===== src/rtl/tristate_bus_arbiter_if.sv =====
// Bus bundle shared by the four-way tristate arbiter and its requesters.
// The master modport is the arbiter side: it sees the requests and drives
// the one-hot tristate enables, the encoded owner and the status flags.
// The slave modport is the requester/mux side.
interface tristate_bus_arbiter_if;
  logic [3:0] req;
  logic [3:0] grant;
  logic [1:0] sel;
  logic       bus_active;
  logic       timeout;

  modport master (
    input  req,
    output grant,
    output sel,
    output bus_active,
    output timeout
  );

  modport slave (
    output req,
    input  grant,
    input  sel,
    input  bus_active,
    input  timeout
  );
endinterface


===== src/rtl/tristate_bus_arbiter.sv =====
// Round-robin arbiter for a 4-input tristate-muxed line.
// grant is the one-hot (or all-zero) set of bufif1 enables, sel the encoded
// current/last owner, and timeout pulses when an owner is pushed off the bus
// after MAX_HOLD consecutive cycles.
// Optional feature macro: ARB_TURNAROUND_EN. When defined, a one-cycle
// all-drivers-off TURN state separates any two grants (even a regrant to the
// same requester). When undefined, release and the next grant share an edge.
module tristate_bus_arbiter #(
  parameter int MAX_HOLD = 8,
  parameter int CNT_W    = 4
) (
  input  logic                  clk,
  input  logic                  rst,
  tristate_bus_arbiter_if.master bus
);

`ifdef ARB_TURNAROUND_EN
  typedef enum logic [1:0] {IDLE = 2'd0, OWN = 2'd1, TURN = 2'd2} state_t;
`else
  typedef enum logic [1:0] {IDLE = 2'd0, OWN = 2'd1} state_t;
`endif

  state_t           state_q;
  logic [3:0]       grant_q;
  logic [1:0]       sel_q;
  logic             busActive_q;
  logic             timeout_q;
  logic [CNT_W-1:0] holdCount_q;
  logic [1:0]       rrPtr_q;

  logic             winFound;
  logic [1:0]       winIdx;
  logic [1:0]       candIdx;
  logic             ownerReq;
  logic             holdDone;
  logic             releaseNow;

  // Round-robin search: first set request starting at the pointer, wrapping.
  always_comb begin
    winFound = 1'b0;
    winIdx   = rrPtr_q;
    candIdx  = rrPtr_q;
    for (int k = 0; k < 4; k++) begin
      candIdx = rrPtr_q + 2'(k);
      if (!winFound && bus.req[candIdx]) begin
        winFound = 1'b1;
        winIdx   = candIdx;
      end
    end
  end

  assign ownerReq   = bus.req[sel_q];
  assign holdDone   = (holdCount_q == CNT_W'(MAX_HOLD));
  assign releaseNow = !ownerReq || holdDone;

  // Single-process FSM: ownership tracking, hold limit and registered outputs.
  always_ff @(posedge clk) begin
    if (rst) begin
      state_q     <= IDLE;
      grant_q     <= 4'b0000;
      sel_q       <= 2'b00;
      busActive_q <= 1'b0;
      timeout_q   <= 1'b0;
      holdCount_q <= '0;
      rrPtr_q     <= 2'b00;
    end else begin
      timeout_q <= 1'b0;
      if (state_q == OWN && !releaseNow) begin
        holdCount_q <= holdCount_q + CNT_W'(1);
      end else begin
        if (state_q == OWN) begin
          timeout_q <= ownerReq && holdDone;
        end
`ifdef ARB_TURNAROUND_EN
        if (state_q == OWN) begin
          grant_q     <= 4'b0000;
          busActive_q <= 1'b0;
          holdCount_q <= '0;
          state_q     <= TURN;
        end else
`endif
        if (winFound) begin
          grant_q     <= 4'b0001 << winIdx;
          sel_q       <= winIdx;
          busActive_q <= 1'b1;
          holdCount_q <= CNT_W'(1);
          rrPtr_q     <= winIdx + 2'd1;
          state_q     <= OWN;
        end else begin
          grant_q     <= 4'b0000;
          busActive_q <= 1'b0;
          holdCount_q <= '0;
          state_q     <= IDLE;
        end
      end
    end
  end

  assign bus.grant      = grant_q;
  assign bus.sel        = sel_q;
  assign bus.bus_active = busActive_q;
  assign bus.timeout    = timeout_q;

endmodule


===== src/flat_wrapper.sv =====
// flat-port wrapper written by rule: the top's interface ports become plain ports
module tristate_bus_arbiter_flat 
#(
  parameter int MAX_HOLD = 8,
  parameter int CNT_W    = 4
)
  (clk, rst, bus_req, bus_grant, bus_sel, bus_bus_active, bus_timeout);
  tristate_bus_arbiter_if bus_i ();
  input  logic clk;
  input  logic rst;
  input wire logic [$bits(bus_i.req)-1:0] bus_req;
  output wire logic [$bits(bus_i.grant)-1:0] bus_grant;
  output wire logic [$bits(bus_i.sel)-1:0] bus_sel;
  output wire logic [$bits(bus_i.bus_active)-1:0] bus_bus_active;
  output wire logic [$bits(bus_i.timeout)-1:0] bus_timeout;
  assign bus_i.req = bus_req;
  assign bus_grant = bus_i.grant;
  assign bus_sel = bus_i.sel;
  assign bus_bus_active = bus_i.bus_active;
  assign bus_timeout = bus_i.timeout;
  tristate_bus_arbiter #(.MAX_HOLD(MAX_HOLD), .CNT_W(CNT_W)) u_core (.clk(clk), .rst(rst), .bus(bus_i));
endmodule

===== config.mk =====
export PLATFORM = sky130hd
export DESIGN_NAME = tristate_bus_arbiter_flat
export DESIGN_NICKNAME = d
export VERILOG_FILES = /design/src/rtl/tristate_bus_arbiter_if.sv /design/src/rtl/tristate_bus_arbiter.sv /design/src/flat_wrapper.sv
export SDC_FILE = /design/constraint.sdc
export NUM_CORES = 1
export LEC_CHECK = 0
export ABC_AREA = 0
export CORE_MARGIN = 4
export CORE_UTILIZATION = 44
export DETAILED_ROUTE_END_ITERATION = 8
export PLACE_DENSITY = 0.72
export SLEW_MARGIN = 5
export SYNTH_ARGS = -nofsm -noshare
export SYNTH_HDL_FRONTEND = slang
export SYNTH_SLANG_ARGS = --single-unit

===== constraint.sdc =====
create_clock -name clk -period 1.7 [get_ports clk]
set_clock_uncertainty 0.2 [all_clocks]
set_input_delay 0.34 -clock clk [delete_from_list [all_inputs] [get_ports clk]]
set_output_delay 0.34 -clock clk [all_outputs]
set_load 0.05 [all_outputs]

Yosys cells after proc, flatten, opt, wreduce, memory -nomap -nowiden:

Index checks and enable logic that the tools add are counted.
W data, S select, Z words.

* register bits after elaboration: 16
* output and inout port bits: 8
* bits of input ports: 6
* word-level logic and storage cells: 57

* add/sub/neg operators: 5
* reductions and logical operators: 13
* shift-type cells: 1
* muxes and demuxes: 22
* equal/unequal tests: 2
* bitwise operators: 2
* order comparisons: 5

Operators with widths (number)
* $lt A2 B3 Y1 const B: 5
* $mux W1: 12
* $bmux W1 S2: 5
* $mux W4: 2
* $mux W2: 3
* $logic_and A1 B1 Y1: 5
* $logic_not A1 Y1: 5
* $add A2 B1 Y2 const B: 2
* $add A2 B2 Y2 const B: 2
* $add A4 B1 Y4 const B: 1
* $eq A4 B4 Y1 const B: 1
* $shl A1 B2 Y4 const A: 1
* $reduce_or A3 Y1: 1
* $eq A2 B1 Y1 const B: 1
* $not A1 Y1: 2
* $reduce_and A2 Y1: 1
* $logic_or A1 B1 Y1: 1

Longest topological paths before layout:

Gate-level depths: netlist of the first run.

* depth after elaboration: 14
* gate-level depth with buffers: 7

Worst setup path after synthesis of the first run:

OpenSTA, ideal clock, no wires.

* path kind: reg2reg
* from: register u_core.sel_q[0], in the netlist u_core.bus.sel[0]
* to: register u_core.sel_q[1], in the netlist u_core.bus.sel[1]
* cell stages (with the launch flop): 5
* library setup time: 0.121 ns
* path slack: -0.267 ns
* path buffers: 0
* required time: 1.379 ns
* data arrival time: 1.646 ns
* cell sequence: dfxtp_1 > mux2i_1 > o22ai_2 > a21oi_2 > mux2_2

* cells in the longest elaborated chain, start to end: 8

Ends and longest elaborated chain
* start, declared: RTL line tristate_bus_arbiter.sv:25 `logic [1:0] sel_q;`
* start signal, assigned: RTL line tristate_bus_arbiter.sv:84 `sel_q <= winIdx;`
* $bmux W1 S2: RTL line tristate_bus_arbiter.sv:52 `assign ownerReq = bus.req[sel_q];`
* $mux W1 (not written as such): RTL line tristate_bus_arbiter.sv:52
* $logic_not A1 Y1: RTL line tristate_bus_arbiter.sv:54 `assign releaseNow = !ownerReq || holdDone;`
* $logic_or A1 B1 Y1: RTL line tristate_bus_arbiter.sv:54
* $logic_not A1 Y1: RTL line tristate_bus_arbiter.sv:68 `if (state_q == OWN && !releaseNow) begin`
* $logic_and A1 B1 Y1: RTL line tristate_bus_arbiter.sv:68
* $not A1 Y1 (no source line)
* $reduce_and A2 Y1 (no source line)

Every way passes these cells. The select of a mux whose other input is x is not followed.
A chain may end at the register's enable or synchronous reset.

Worst setup path in the final report of the first run:

* from: register u_core.rrPtr_q[1]
* to: register u_core.grant_q[1], in the netlist u_core.bus.grant[1]

* cells in the longest elaborated chain, start to end: 14

Ends and longest elaborated chain
* start, declared: RTL line tristate_bus_arbiter.sv:29 `logic [1:0] rrPtr_q;`
* start signal, assigned: RTL line tristate_bus_arbiter.sv:87 `rrPtr_q <= winIdx + 2'd1;`
* branches (longest 13 deep; another with $add A2 B1 Y2)
* $mux W4 (*): RTL line tristate_bus_arbiter.sv:82 `if (winFound) begin`
* end signal, assigned: RTL line tristate_bus_arbiter.sv:83 `grant_q <= 4'b0001 << winIdx;`
* end, declared: RTL line tristate_bus_arbiter.sv:24 `logic [3:0] grant_q;`

Mark *: on every way between the ends. The select of a mux whose other input is x is not followed.

==> impl_metrics.ini, run 1 <==
[outcome]
status = finished, violations left
violations = negative setup slack

[synth]
ys.flop_type = dfxtp_1
synth.net_count = 89
syn-cell-area_um2 = 729.5
synth_seq_area_share_pct = 38.42
async_flop_share_pct = 0
synthDistinctLibCells = 32
yosys_warnings = 0
synth_cells = 77
yosys_register_bits = 14
synth_edf_count = 0
synth_area_per_cell_um2 = 9.473

[setup_path]
critPathArrivalTime_ns = 1.71
cp_cell_sequence = buf_6 > nor3_2 > a2111o_1 > and2_4 > ha_4 > a22o_1
slowest_delay_ns = 0.38
reg2reg_to = u_core.bus.grant[1]
critPathSlowestCell = a2111o_1
cp.required_ns = 1.68
rr_worst_depth = 6
critPathMaxFanout = 3
crit_path_end_kind = flip-flop
r2r_start = u_core.rrPtr_q[1]
criticalPathCategory = flip-flop to flip-flop
r2r_slack_ns = -0.03
critPathLaunchType = flip-flop

[final_layout]
fin_nets = 126
drive_above_1_share_pct = 50.44
final_util_pct = 80.11
syn_to_final_growth_pct = 69.30
antenna_cells = 0

[placed_design]
dpl.hpwl_um = 1257
place.gp.congestion = 0.7990
port-buffer-count = 13

[global_routing]
grt_busiest_layer = met2
grt_pass1_vias = 701
grt.total_usage_pct = 17.72
use_met2_pct = 30.65
grt_overflow = 0
grt_max_degree = 9
grt_pass1_wl_um = 3270
met3_usage_pct = 4.908
antenna_found_initial = 0
gr-usage-met1_pct = 20.37

[cts]
cts_num_sinks = 14
postCtsHoldBufs = 0
clk_pin_slew_ns = 0.09
cts_tree = done
cts_buffer_depth = 2
cts_buffers = 3
cts-root-buf = clkbuf_4
clock_latency_ns = 0.28
htree_levels = 1

[sta]
whs_ns = 0.3326
final-setup-viol-count = 3
fin_crit_sh_pct = 101.9
fmax_mhz = 577.2
finalCriticalPeriod_ns = 1.733
tightestPinTransition_ns = 0.2941
hold_viol = 0
finalMaxSlewViolations = 0
final.setup.worst_slack_ns = -0.03258
slew_headroom_pct = 80.28
rsz0062_at_grt = yes

[min_path]
hold_start = u_core.holdCount_q[3]
hp-class = flip-flop to flip-flop
holdPathEnd = u_core.holdCount_q[3]
whs_path_depth = 2

[routing]
via_per_inst = 5.295
num_vias = 683
drtIter0Drc = 6
drt-wirelength-per-cell_um = 14.91
drc = 0
ant_nets = 0
wl_um = 1923
firstDrtPassIters = 4

[floorplanning]
die_h_um = 48.72
pin_count = 14
die_x_um = 48.72
start_util_pct = 47.32
core_area_um2 = 1541
die_area_um2 = 2373
placementRows = 14

[power]
power_density_nw_per_um2 = 1187
p_leak_nw = 0.5382
ir_drop_mv = 1.006
fin_total_pwr_mw = 1.466

[run]
maxCapViolCount = 0
-- final cells by class --
type,instances,area [µm²]
well taps,16,20.02
fillers,99,306.5
flip-flops and latches,14,287.8
inverters,6,25.02
clock buffers,4,36.28
multi-input cells,56,503.0
repair buffers,33,362.8
-- registers in the layout, summed over array words and instances, names as in the netlist --
name,flops
u_core.bus.grant,4
u_core.holdCount_q,4
u_core.bus.sel,2
u_core.rrPtr_q,2
u_core.bus.bus_active,1
u_core.bus.timeout,1
-- power breakdown --
part	internal, mW	switching [mW]	total [mW]	leakage (nW)
Clock	0.131	0.113	0.243	0.0210
Sequential	0.390	0.0609	0.451	0.116
Combinational	0.404	0.368	0.772	0.401
Total	0.925	0.541	1.47	0.538
-- cell usage in the layout, fill, tap and decap left out, types with 2 or more instances in the layout --
cell           instances
a21oi_2                2
a22o_1                 4
buf_12                 8
buf_4                 19
clkbuf_4               3
dfxtp_1               10
dfxtp_2                3
dlygate4sd2_1          2
ha_1                   3
ha_4                   2
inv_1                  4
mux2i_1                4
nand2_1                5
nand3_1                2
nor2_1                 6
nor2b_1                2
o21ai_2                2
-- per-layer routing --
layer | part of all wire (%) | wire length (µm)
met1 | 42 | 808
met2 | 51 | 986
met3 | 5.1 | 98
met4 | 1.6 | 30
met5 | 0 | 0
-- cell usage after synthesis, drive strengths merged, types with 2 or more instances --
cell	number	area [µm²]
nand3	2	10.01
mux2i	4	40.04
o21ai	3	15.01
dfxtp	14	280.3
a22o	4	35.03
a21oi	3	18.77
and2	2	13.77
ha	6	75.07
inv	6	22.52
nand2	6	22.52
nor2b	3	18.77
nor2	6	22.52
-- stage by stage --
step / area [µm²] / cells / setup WS (ns) / setup TNS, ns
finish: 1235 / 129 / -0.03258 / -0.07925
global route: 1235 / 129 / -0.08468 / -0.3725
CTS: 1199 / 129 / -0.06271 / -0.1812
detailed placement: 1069 / 119 / -0.6894 / -6.144
global placement: 1069 / 119 / -0.6262 / -5.740
floorplan: 738.2 / 77 / 0.006810 / 0
-- cell families after synthesis --
| group | after synthesis | share of synthesized area [%] |
|---|---|---|
| AOI/OAI and AO/OA | 17 | 18.52 |
| and+or+nand+nor | 26 | 19.56 |
| adders and majority gates | 6 | 10.29 |
| DFF | 14 | 38.42 |
| xor gates and xnor gates | 2 | 2.402 |
| muxes | 5 | 7.033 |
| buffers and inverters | 7 | 3.773 |
-- critical path: cells and delay by family, from the launching register on --
family	cells	cell delay, ns
flip-flops	1	0.36
buffers and inverters	1	0.10
AO/OA/AOI/OAI	2	0.59
adder cells (fa/ha/maj)	1	0.15
AND/OR/NAND/NOR	2	0.21
-- what timing repair did --
action                                  in CTS  in global routing
pin swaps                                    3                  5
setup buffers                                6                  0
endpoints found under the setup margin      11                  6
gates resized for setup                     20                  9
-- worst max-delay path by stage --
stage / startpoint / end / slack [ns] / cells past startpoint
after floorplan: bus_req[3] / u_core.bus.grant[0] / 0.007 / 6
after detailed placement: bus_req[3] / u_core.bus.grant[2] / -0.69 / 7
final: u_core.rrPtr_q[1] / u_core.bus.grant[1] / -0.03 / 6
after global placement: bus_req[3] / u_core.rrPtr_q[1] / -0.63 / 9
after global routing: u_core.rrPtr_q[1] / u_core.rrPtr_q[1] / -0.08 / 8
after CTS: u_core.rrPtr_q[1] / u_core.rrPtr_q[1] / -0.06 / 7
Note: power is estimated with default switching activity, not from simulation.
==> run 2, diff against run 1 <==
--- a/config.mk
+++ b/config.mk
@@ -6,6 +6,7 @@
 export NUM_CORES = 1
 export LEC_CHECK = 0
 export ABC_AREA = 0
+export CORE_ASPECT_RATIO = 1.1
 export CORE_MARGIN = 4
 export CORE_UTILIZATION = 44
 export DETAILED_ROUTE_END_ITERATION = 8
==> run 2 against run 1 <==
  * The flow still finishes with violations (negative setup slack)
  * Count of clock-buffer cells in the layout stayed put
  * Sequential power is 2% higher
  * Combinational power is 3.2% higher
==> impl_metrics.ini, run 2 (same netlist as run 1, synthesis figures left out) <==
[run]
maxCapViolCount = 0

[routing]
wl_um = 1961
drc = 0
drt-wirelength-per-cell_um = 14.53
firstDrtPassIters = 4
via_per_inst = 5.259
num_vias = 710
drtIter0Drc = 9
ant_nets = 0

[setup_path]
path_delay_family = compound AO/OA/AOI/OAI gates
cp.required_ns = 1.68
critPathArrivalTime_ns = 1.70
criticalPathCategory = input pin to flip-flop
critPathSlowestCell = and2b_2
cp_cell_sequence = clkdlybuf4s15_1 > and2b_2 > o21ai_4 > o211a_4 > inv_4 > ha_2 > a22o_1
critPathMaxFanout = 5
slowest_delay_ns = 0.27
worst-path-buf-inv = 2
critPathLaunchType = input pin
crit_path_end_kind = flip-flop

[min_path]
hp-class = flip-flop to flip-flop

[sta]
final.setup.worst_slack_ns = -0.01722
whs_ns = 0.3224
finalMaxSlewViolations = 0
fin_crit_sh_pct = 101.0
tightestPinTransition_ns = 0.3013
rsz0062_at_grt = yes
slew_headroom_pct = 79.80
hold_viol = 0
fmax_mhz = 582.3
finalCriticalPeriod_ns = 1.717
final-setup-viol-count = 1

[global_routing]
grt_pass1_vias = 685
antenna_found_initial = 0
grt_busiest_layer = met2
grt_max_degree = 9
grt.total_usage_pct = 17.05
gr-usage-met1_pct = 19.65
use_met2_pct = 29.41
grt_pass1_wl_um = 2904
grt_overflow = 0
met3_usage_pct = 2.151

[placed_design]
place.gp.congestion = 0.8034
port-buffer-count = 13
dpl.hpwl_um = 1273
dp_cells = 125

[power]
power_density_nw_per_um2 = 1122
ir_drop_mv = 0.8773
p_leak_nw = 0.5515
fin_total_pwr_mw = 1.452

[cts]
clock_latency_ns = 0.28
cts-root-buf = clkbuf_4
postCtsHoldBufs = 0
cts_buffer_depth = 2
htree_levels = 1
clk_pin_slew_ns = 0.08
cts_buffers = 3
cts_num_sinks = 14
cts_tree = done

[final_layout]
final_cell_mix = buf_4, dfxtp_1, buf_12
drive_above_1_share_pct = 55.93
antenna_cells = 0
fin_nets = 131
mostFrequentLayoutCell = buf_4
final_util_pct = 82.06
syn_to_final_growth_pct = 77.36
fill_cells = 97
stdcell_count = 135

[floorplanning]
placementRows = 15
core_area_um2 = 1577
die_h_um = 50.71
die_area_um2 = 2374
start_util_pct = 46.27
pin_count = 14
die_x_um = 46.82

[outcome]
violations = negative setup slack
status = finished, violations left
[run 2: area by class of cell]
type	instances	area [µm²]	share of cell area (%)
Multi-Input combinational cell	56	530.5	41.01
Inverter	6	27.53	2.128
Timing Repair Buffer	38	397.9	30.75
Tap cell	17	21.27	1.644
Clock buffer	4	26.28	2.031
Sequential cell	14	290.3	22.44
[run 2: worst paths after layout]
check / endpoint / slack, ns / cells past startpoint / start
setup reg to reg: u_core.bus.grant[0] / -0.01 / 5 / u_core.rrPtr_q[1]
hold reg to reg: u_core.bus.sel[0] / 0.32 / 2 / u_core.bus.sel[0]
setup / recovery: u_core.bus.grant[0] / -0.02 / 7 / bus_req[0]
hold / removal: u_core.bus.sel[0] / 0.32 / 2 / u_core.bus.sel[0]
[run 2: power breakdown]
part	internal, mW	switching, mW	leakage [nW]
Combinational	0.421	0.377	0.420
Clock	0.0912	0.103	0.0150
Sequential	0.394	0.0675	0.117
Total	0.906	0.547	0.552
[run 2: tightest hold or removal path, stage by stage, from the launching register on]
cell and delay (ns):
dfxtp_4 0.38, nand2_1 0.06, mux2i_1 0.05
[run 2: through the flow]
| stage | instance area, µm² | TNS, ns | worst slack (ns) |
|---|---|---|---|
| final | 1294 | -0.01722 | -0.01722 |
| after detailed placement | 1107 | -5.575 | -0.6429 |
| after global placement | 1107 | -5.317 | -0.5802 |
| after CTS | 1209 | -0.1620 | -0.04175 |
| after floorplan | 738.2 | 0 | 0.006810 |
| after global routing | 1294 | -0.1318 | -0.04903 |
[run 2: timing repair]
action,in CTS,in global routing
buffers inserted,2,4
endpoints found under the setup margin,10,8
pin swaps,6,9
gates resized for setup,23,16
[run 2: per-layer routing]
metal | routed length (µm) | part of all wire (%)
met5 | 0 | 0
met4 | 37 | 1.9
met3 | 78 | 4.0
met2 | 1056 | 54
met1 | 789 | 40
